[config.mk]
export PLATFORM = sky130hd
export DESIGN_NAME = ext_signals_input_conditioner
export DESIGN_NICKNAME = d
export VERILOG_FILES = /design/src/rtl/ext_signals_input_conditioner.sv
export SDC_FILE = /design/constraint.sdc
export NUM_CORES = 1
export LEC_CHECK = 0
export CORE_MARGIN = 2
export CORE_UTILIZATION = 55
export DETAILED_ROUTE_END_ITERATION = 16
export PLACE_DENSITY = 0.8
export SLEW_MARGIN = 40
export SYNTH_ARGS = -nofsm -noshare
export SYNTH_HDL_FRONTEND = slang
export SYNTH_SLANG_ARGS = --single-unit
[constraint.sdc]
create_clock -name Clock -period 9.6 [get_ports Clock]
set_input_delay 1.44 -clock Clock [delete_from_list [all_inputs] [get_ports Clock]]
set_output_delay 1.44 -clock Clock [all_outputs]
set_load 0.03 [all_outputs]
[src/rtl/ext_signals_input_conditioner.sv]
// Pad receive conditioning: per-pad synchroniser, glitch filter and edge detect,
// then per-pad routing of level or edge pulse onto the external input vector.
module ext_signals_input_conditioner #(
  parameter int N_PADS      = 10,
  parameter int N_VECTOR    = 32,
  parameter int SYNC_STAGES = 2,
  parameter int FILTER_LEN  = 4
) (
  input  logic                  Clock,
  input  logic                  Reset_N,
  input  logic [N_PADS-1:0]     IO_Block_Y,
  input  logic [8*N_PADS-1:0]   EXT_SelectInput,
  output logic [N_VECTOR-1:0]   EXT_InputsVectorSignals,
  output logic [N_PADS-1:0]     EXT_InputsFiltered
);

  localparam int CNT_W = $clog2(FILTER_LEN + 1);
  localparam logic [CNT_W-1:0] CNT_LAST = CNT_W'(FILTER_LEN - 1);

  logic [N_PADS-1:0]   r_sync [SYNC_STAGES];
  logic [CNT_W-1:0]    r_cnt  [N_PADS];
  logic [N_PADS-1:0]   r_filt;
  logic [N_PADS-1:0]   r_filt_d;
  logic [N_VECTOR-1:0] r_vec;
  logic [N_PADS-1:0]   r_filt_out;

  logic [N_PADS-1:0]   w_sync;
  logic [N_PADS-1:0]   w_rise;
  logic [N_PADS-1:0]   w_fall;
  logic [N_PADS-1:0]   w_contrib;
  logic [N_VECTOR-1:0] w_vec;

  assign w_sync = r_sync[SYNC_STAGES-1];
  assign w_rise = r_filt & ~r_filt_d;
  assign w_fall = ~r_filt & r_filt_d;

  // Synchroniser chain
  always_ff @(posedge Clock or negedge Reset_N) begin
    if (!Reset_N) begin
      for (int s = 0; s < SYNC_STAGES; s++) r_sync[s] <= '0;
    end else begin
      r_sync[0] <= IO_Block_Y;
      for (int s = 1; s < SYNC_STAGES; s++) r_sync[s] <= r_sync[s-1];
    end
  end

  // Glitch filter: a new level is accepted only after FILTER_LEN consecutive mismatches
  always_ff @(posedge Clock or negedge Reset_N) begin
    if (!Reset_N) begin
      for (int i = 0; i < N_PADS; i++) r_cnt[i] <= '0;
      r_filt   <= '0;
      r_filt_d <= '0;
    end else begin
      r_filt_d <= r_filt;
      for (int i = 0; i < N_PADS; i++) begin
        if (w_sync[i] == r_filt[i]) begin
          r_cnt[i] <= '0;
        end else if (r_cnt[i] == CNT_LAST) begin
          r_filt[i] <= w_sync[i];
          r_cnt[i]  <= '0;
        end else begin
          r_cnt[i] <= r_cnt[i] + CNT_W'(1);
        end
      end
    end
  end

  always_comb begin
    w_contrib = '0;
    for (int i = 0; i < N_PADS; i++) begin
      case (EXT_SelectInput[8*i+5 +: 2])
        2'b00:   w_contrib[i] = r_filt[i];
        2'b01:   w_contrib[i] = w_rise[i];
        2'b10:   w_contrib[i] = w_fall[i];
        default: w_contrib[i] = w_rise[i] | w_fall[i];
      endcase
      if (!EXT_SelectInput[8*i+7]) w_contrib[i] = 1'b0;
    end
  end

  // Routing: pads sharing a destination are OR-merged; out-of-range indices drop out
  always_comb begin
    w_vec = '0;
    for (int i = 0; i < N_PADS; i++) begin
      if (int'(EXT_SelectInput[8*i +: 5]) < N_VECTOR)
        w_vec[EXT_SelectInput[8*i +: 5]] = w_vec[EXT_SelectInput[8*i +: 5]] | w_contrib[i];
    end
  end

  // Output registers
  always_ff @(posedge Clock or negedge Reset_N) begin
    if (!Reset_N) begin
      r_vec      <= '0;
      r_filt_out <= '0;
    end else begin
      r_vec      <= w_vec;
      r_filt_out <= r_filt;
    end
  end

  assign EXT_InputsVectorSignals = r_vec;
  assign EXT_InputsFiltered      = r_filt_out;

endmodule

==> impl_metrics.yaml, run 1 <==
clock_tree:
  cts_buffer_depth: 2
  cts_sinks: 102
  cts_max_level: 3
  cts_hold_buf: 0
  cts_made_buffers: 9
  cts-root-buf: "clkbuf_16"
synthesis:
  syn_inst: 2175
  synth_ff_type: "dfrtp_1"
  synth_warnings: 0
  async_reset_ff_share_pct: 100
  synth-seq-area-share_pct: 17.3
  synth_area_mm2: 0.0148
  avgSynthCellArea_um2: 6.78
  synth-edff-count: 0
  yosys.cell_types.count: 118
  ys_ff_latch: 102
  syn_nets: 2297
outcome:
  outcome: "did not finish"
  stop_error: "[ERROR GRT-0232] Routing congestion too high. Check the congestion heatmap in the GUI."
  stop_stage: "global routing"
place:
  post_dp_cell_area_mm2: 0.0208
  io_buffers: 133
  hpwl_mm: 59.8
  gp_congestion: 1.14
  dp.cells: 3125
timing:
  worst_endpoint_kind: "sequential cell input"
  crit_endpoint: "EXT_InputsVectorSignals[6]$_DFF_PN0_/D"
grt:
  track_usage_pct: 76.1
  grt_max_degree: 82
  gr-total-overflow: 136
die:
  die_y_um: 168
  die_w_um: 168
  start_util_pct: 56.3
  boundaryPins: 134
  num_rows: 59
[logic make-up after synthesis]
group	after synthesis	share of synthesized area, %
compound gates	713	33.7
xor+xnor	25	1.48
mux	29	2.78
flops	102	17.3
simple gates	1077	36.5
buf+inv	199	5.64
fa+ha+maj	30	2.54
[metrics by stage]
stage	hold WS, ns	setup slack, ns
2_1_floorplan	0.331	-0.305
3_3_place_gp	0.333	-1.94
3_5_place_dp	0.336	-2.28
4_1_cts	0.354	-0.765
[synth_stat cells, types with 12 or more instances]
library cell / instances / area share (%)
o21a_1: 12 / 0.61
nor3b_1: 29 / 1.5
a21oi_1: 133 / 4.5
o21ai_0: 111 / 3.8
clkbuf_1: 98 / 2.5
o31ai_1: 24 / 1.2
a31oi_1: 54 / 2.3
a211o_1: 16 / 0.95
mux2i_1: 14 / 0.95
a22oi_1: 15 / 0.76
nor2b_1: 49 / 2.1
o221ai_1: 17 / 1.0
buf_2: 29 / 0.98
o32ai_1: 16 / 0.95
nor2_1: 267 / 6.8
nor4_1: 16 / 0.68
and3_1: 17 / 0.72
a211oi_1: 45 / 2.3
or3_1: 32 / 1.4
nand3b_1: 15 / 0.76
nand2_1: 317 / 8.1
buf_1: 13 / 0.33
inv_1: 50 / 1.3
a21o_1: 18 / 0.92
a32oi_1: 15 / 0.89
dfrtp_1: 102 / 17
xnor2_1: 18 / 1.1
nand3_1: 68 / 2.3
o21ai_1: 21 / 0.71
or2_2: 22 / 0.93
o211ai_1: 40 / 2.0
nand2b_1: 40 / 1.7
and2_1: 38 / 1.6
ha_1: 30 / 2.5
nand4_1: 19 / 0.81
a221oi_1: 17 / 1.0
nor3_1: 85 / 2.9
o22ai_1: 33 / 1.4
[routing by layer]
layer  overflow  track usage, %
met5          1            22.8
met4         81            75.8
met3          1            59.1
met2         53            93.6
met1          0            77.2
[repair_timing]
item | 4_1_cts
setup buffers | 53
endpoints found under the setup margin | 32
resized for setup | 182
pin swaps | 50
gates cloned | 7
endpoints found under the hold margin | 0
==> run 2: changes to the inputs <==
--- a/config.mk
+++ b/config.mk
@@ -6,9 +6,9 @@
 export NUM_CORES = 1
 export LEC_CHECK = 0
 export CORE_MARGIN = 2
-export CORE_UTILIZATION = 55
+export CORE_UTILIZATION = 40
 export DETAILED_ROUTE_END_ITERATION = 16
-export PLACE_DENSITY = 0.8
+export PLACE_DENSITY_LB_ADDON = 0.15
 export SLEW_MARGIN = 40
 export SYNTH_ARGS = -nofsm -noshare
 export SYNTH_HDL_FRONTEND = slang
==> constraint.sdc (replaced) <==
create_clock -name Clock -period 12.5 [get_ports Clock]
set_input_delay 1.875 -clock Clock [delete_from_list [all_inputs] [get_ports Clock]]
set_output_delay 1.875 -clock Clock [all_outputs]
set_load 0.03 [all_outputs]
==> impl_metrics.yaml, run 2 <==
die:
  die_y_um: 196
  start_util_pct: 40.5
  num_rows: 70
  boundaryPins: 134
  die_w_um: 196
  coreArea_mm2: 0.0364
  fp.dieArea_mm2: 0.0384
synthesis:
  synth_common_cells: "nand2_1, nor2_1, a21oi_1, o21ai_0, dfrtp_1"
  synth-edff-count: 0
  ys_ff_latch: 102
  synth-seq-area-share_pct: 17.3
  syn_inst: 2175
  synth.largest_area_cell: "dfrtp_1"
  ys_top_cells_by_area: "dfrtp_1, nand2_1, nor2_1, a21oi_1, o21ai_0"
  yosys.cell_types.count: 118
  yosysTopAreaCellShare_pct: 17.3
  synth_area_mm2: 0.0148
  yosysMostFrequentCell: "nand2_1"
  avgSynthCellArea_um2: 6.78
  synth_ff_type: "dfrtp_1"
  async_reset_ff_share_pct: 100
  syn_nets: 2297
  synth_warnings: 0
clock_tree:
  cts-root-buf: "clkbuf_16"
  tritoncts: "built"
  worstSkewPairLatency_ns: 0.36
  cts_made_buffers: 9
  clk_transition_reported_paths_ns: 0.08
  cts_buffer_depth: 2
  cts_sinks: 102
  cts_hold_buf: 0
  cts_max_level: 3
critical_path:
  path_buf_inv: 8
  crit_top_cell: "buf_4"
  end_kind: "flop"
  start_kind: "input pin"
  path_class: "input pin to flop"
  crit_required_ns: 12.74
  worst_ep_arrival_time_ns: 12.46
  r2r_setup_slack_ns: 1.71
  crit_path_top_delay_cell: "clkdlybuf4s50_1"
  cp_top_family: "simple AND/OR/NAND/NOR gates"
  critPathMaxStageDelay_ns: 0.72
  cp_max_fo: 14
timing:
  fin_crit_ns: 12.22
  setup_viol: 0
  setup_tns_ns: 0
  slew_headroom_pct: 43.1
  hold_ws_ns: 0.349
  skew_ns: 0.00952
  worstMarginPinSlew_ns: 0.850
  clock.fmax_ghz: 0.0818
  rsz0062_at_grt: "no"
  fin_crit_sh_pct: 97.7
  drv_slew: 0
  hold_violations: 0
cells_and_area:
  final_util_pct: 49.8
  fin_nets: 2513
  fin_area_mm2: 0.0181
  largest_register_ffs: 32
  diodes: 0
  layout-area-overhead-vs-synth_pct: 22.9
  fillCellCount: 3751
  layout-drive-gt1-share_pct: 14.3
  final_common_cell: "nand2_1"
  layout_common_cells: "nand2_1, nor2_1, buf_4"
detailed_routing:
  drt_iter0_drc: 2331
  drt-vias-per-instance: 6.72
  drcViolationCount: 0
  wl_per_cell_um: 24.5
  firstDrtPassIters: 6
  ant_nets: 0
  vias: 19200
  totalWireLength_mm: 70.1
grt:
  grt_pass1_vias: 17900
  gr-total-overflow: 0
  grt_max_degree: 83
  grt_pass1_wl_mm: 108
  antenna_found_initial: 0
  track_usage_pct: 35.7
pwr:
  powerDensity_mw_per_mm2: 100
  total_power_mw: 1.82
  ir_drop_mv: 0.130
  power_leakage_nw: 7.02
place:
  post_dp_cell_area_mm2: 0.0177
  gp_congestion: 1.03
  io_buffers: 133
  hpwl_mm: 56.0
outcome:
  outcome: "finished clean"
hold_path:
  hp-class: "flop to flop"
job:
  cap_violations: 0
## run 2: worst paths after layout
kind | from | depth (start not counted) | to
hold / removal | r_sync[14]$_DFF_PN0_ | 0 | w_sync[4]$_DFF_PN0_
min in group asynchronous | Reset_N | 1 | EXT_InputsVectorSignals[4]$_DFF_PN0_
setup reg to reg | r_filt[0]$_DFFE_PN0P_ | 39 | EXT_InputsVectorSignals[11]$_DFF_PN0_
hold reg to reg | r_sync[14]$_DFF_PN0_ | 0 | w_sync[4]$_DFF_PN0_
setup / recovery | EXT_SelectInput[16] | 38 | EXT_InputsVectorSignals[11]$_DFF_PN0_
max in group asynchronous | Reset_N | 2 | r_cnt[17]$_DFF_PN0_
## run 2: final cells by class
class | instances | area (um2) | area share (%)
Timing Repair Buffer | 353 | 3040 | 16.8
Clock buffer | 9 | 225 | 1.24
Clock inverter | 7 | 93.8 | 0.518
Sequential cell | 102 | 2550 | 14.1
Multi-Input combinational cell | 1874 | 11400 | 63.1
Tap cell | 468 | 586 | 3.23
Inverter | 51 | 191 | 1.06
## run 2: cells by family (layout without fill, tap and decap cells)
family / Yosys count / in the layout / synth area share, %
AOI/OAI and AO/OA: 713 / 713 / 33.7
buffers and inverters: 199 / 420 / 5.64
DFF: 102 / 102 / 17.3
and+or+nand+nor: 1077 / 1077 / 36.5
adders and majority gates: 30 / 30 / 2.54
xor gates and xnor gates: 25 / 25 / 1.48
muxes: 29 / 29 / 2.78
## run 2: report_power, final
part,switching [mW],internal [mW],leakage (nW)
clock network,0.142,0.145,0.154
logic,0.643,0.434,5.56
registers,0.0524,0.400,1.31
## run 2: per-stage QoR
| stage | instances | setup WS [ns] |
|---|---|---|
| after floorplan | 2175 | 1.86 |
| final | 2864 | 0.282 |
| after detailed placement | 2843 | -0.327 |
| after global routing | 2864 | 0.00867 |
| after CTS | 2859 | 0.0214 |
| after global placement | 2843 | -0.395 |
## run 2: layer usage
metal  track usage (%)  share of wire (%)  wire length, um  vias up
met5                 0                  0                0        -
met4              13.6                4.0             2790        0
met3              5.72                 11             7480      210
met2              55.4                 43            30100     1303
met1              49.8                 42            29800     9126
li1                  -                  -                -     8595
## run 2: repair_timing
action                                  CTS  global route
setup buffers                             0             5
endpoints found under the setup margin    0            32
resized for setup                         0            21
Note: power is estimated with default switching activity, not from simulation.
==> run 3: changes to the inputs <==
--- a/config.mk
+++ b/config.mk
@@ -8,7 +8,6 @@
 export CORE_MARGIN = 2
 export CORE_UTILIZATION = 40
 export DETAILED_ROUTE_END_ITERATION = 16
-export PLACE_DENSITY_LB_ADDON = 0.15
 export SLEW_MARGIN = 40
 export SYNTH_ARGS = -nofsm -noshare
 export SYNTH_HDL_FRONTEND = slang
==> impl_metrics.yaml, run 3 (synthesized netlist as in run 2, its figures left out) <==
outcome:
  outcome: "finished clean"
die:
  boundaryPins: 134
  coreArea_mm2: 0.0364
  die_y_um: 196
  num_rows: 70
  start_util_pct: 40.5
  die_w_um: 196
  fp.dieArea_mm2: 0.0384
clock_tree:
  cts_buffer_depth: 2
  worstSkewPairLatency_ns: 0.36
  clk_transition_reported_paths_ns: 0.08
  cts_sinks: 102
  cts_hold_buf: 0
  cts_made_buffers: 9
  cts_max_level: 3
  cts-root-buf: "clkbuf_16"
  tritoncts: "built"
place:
  hpwl_mm: 58.6
  io_buffers: 133
  dp.cells: 2916
  gp_congestion: 1.04
critical_path:
  cp_max_fo: 22
  worstSetupPathDepth: 41
  start_kind: "input pin"
  crit_top_cell: "buf_4"
  crit_start: "EXT_SelectInput[10]"
  worst_ep_arrival_time_ns: 12.31
  crit_required_ns: 12.69
  reg2reg_from: "r_filt[0]$_DFFE_PN0P_"
  end_kind: "flop"
  path_class: "input pin to flop"
  path_buf_inv: 10
  r2r_setup_slack_ns: 1.81
  reg2reg_to: "EXT_InputsVectorSignals[6]$_DFF_PN0_"
  cp_top_family: "simple AND/OR/NAND/NOR gates"
  cp-endpoint: "EXT_InputsVectorSignals[6]$_DFF_PN0_"
  critPathMaxStageDelay_ns: 0.57
  rr_worst_depth: 41
  crit_path_top_delay_cell: "clkdlybuf4s50_1"
grt:
  gr-total-overflow: 0
  grt_pass1_vias: 18500
  grt_max_degree: 85
  grt_pass1_wl_mm: 112
  track_usage_pct: 37.5
  antenna_found_initial: 1
timing:
  worstMarginPinSlew_ns: 0.934
  setup_viol: 0
  setup_tns_ns: 0
  skew_ns: 0.0122
  hold_violations: 0
  slew_headroom_pct: 37.5
  fin_crit_sh_pct: 96.9
  clock.fmax_ghz: 0.0826
  fin_crit_ns: 12.11
  drv_slew: 0
  rsz0062_at_grt: "no"
cells_and_area:
  final_common_cell: "nand2_1"
  largest_register_ffs: 32
  layout_common_cells: "nand2_1, buf_4, nor2_1"
  fin_nets: 2582
  finalNonFillerCells: 2934
  layout-drive-gt1-share_pct: 16.5
  layout-area-overhead-vs-synth_pct: 26.3
detailed_routing:
  totalWireLength_mm: 73.8
  wl_per_cell_um: 25.1
  drt-vias-per-instance: 6.62
  firstDrtPassIters: 8
  drcViolationCount: 0
  drt_iter0_drc: 2649
  ant_nets: 0
  vias: 19400
hold_path:
  worstHoldStart: "r_sync[18]$_DFF_PN0_"
  min_path_cells: 0
  hp-class: "flop to flop"
pwr:
  ir_drop_mv: 0.129
  power_leakage_nw: 7.29
  powerDensity_mw_per_mm2: 99.8
job:
  cap_violations: 0
[run 3: layout make-up]
cell class | instances | area (um2)
well taps | 468 | 586
repair buffers | 422 | 3540
clock inverters | 7 | 104
diodes | 1 | 2.50
fillers | 3705 | 17800
flip-flops and latches | 102 | 2550
multi-input cells | 1874 | 11400
inverters | 51 | 191
clock buffers | 9 | 225
[run 3: worst min-delay path by stage]
| stage | end | slack (ns) |
|---|---|---|
| finish | w_sync[8]$_DFF_PN0_ | 0.35 |
| global route | w_sync[3]$_DFF_PN0_ | 0.36 |
| CTS | w_sync[8]$_DFF_PN0_ | 0.35 |
| detailed placement | w_sync[3]$_DFF_PN0_ | 0.34 |
| global placement | w_sync[0]$_DFF_PN0_ | 0.33 |
| floorplan | w_sync[0]$_DFF_PN0_ | 0.33 |
[run 3: worst register-to-register path, delay by kind of cell, from the launching register on]
| kind | cells | cell delay (ns) |
|---|---|---|
| AOI/OAI and AO/OA | 18 | 4.73 |
| adders and majority gates | 1 | 0.20 |
| and+or+nand+nor | 13 | 3.59 |
| buffers and inverters | 9 | 1.57 |
| DFF | 1 | 0.42 |
[run 3: timing repair]
action | CTS | global route
setup endpoints to repair | 0 | 30
setup buffers | 0 | 1
gates resized for setup | 0 | 3
[run 3: through the flow]
step	setup slack [ns]	hold WS [ns]	cell area [um2]	utilization [%]	power [mW]
4_1_cts	0.412	0.354	18600	51.0	1.83
5_1_grt	0.00427	0.359	18600	51.1	1.96
2_1_floorplan	1.86	0.331	14800	-	1.04
3_5_place_dp	0.0817	0.336	18300	50.1	1.52
3_3_place_gp	0.0831	0.332	18200	50.0	1.51
6_report	0.386	0.353	18600	51.1	1.86
[run 3: routing by layer]
layer  global-route usage [%]  vias to the layer above  wire (um)
met2                     57.8                     1375      31600
met4                     17.2                        0       3590
met3                     6.64                      225       7990
met1                     51.0                     9112      30600
met5                        0                        -          0
li1                         -                     8701          -
[run 3: where the power goes]
group / internal (mW) / switching (mW)
Sequential: 0.400 / 0.0537
Clock: 0.149 / 0.151
Combinational: 0.449 / 0.658
Total: 0.997 / 0.862
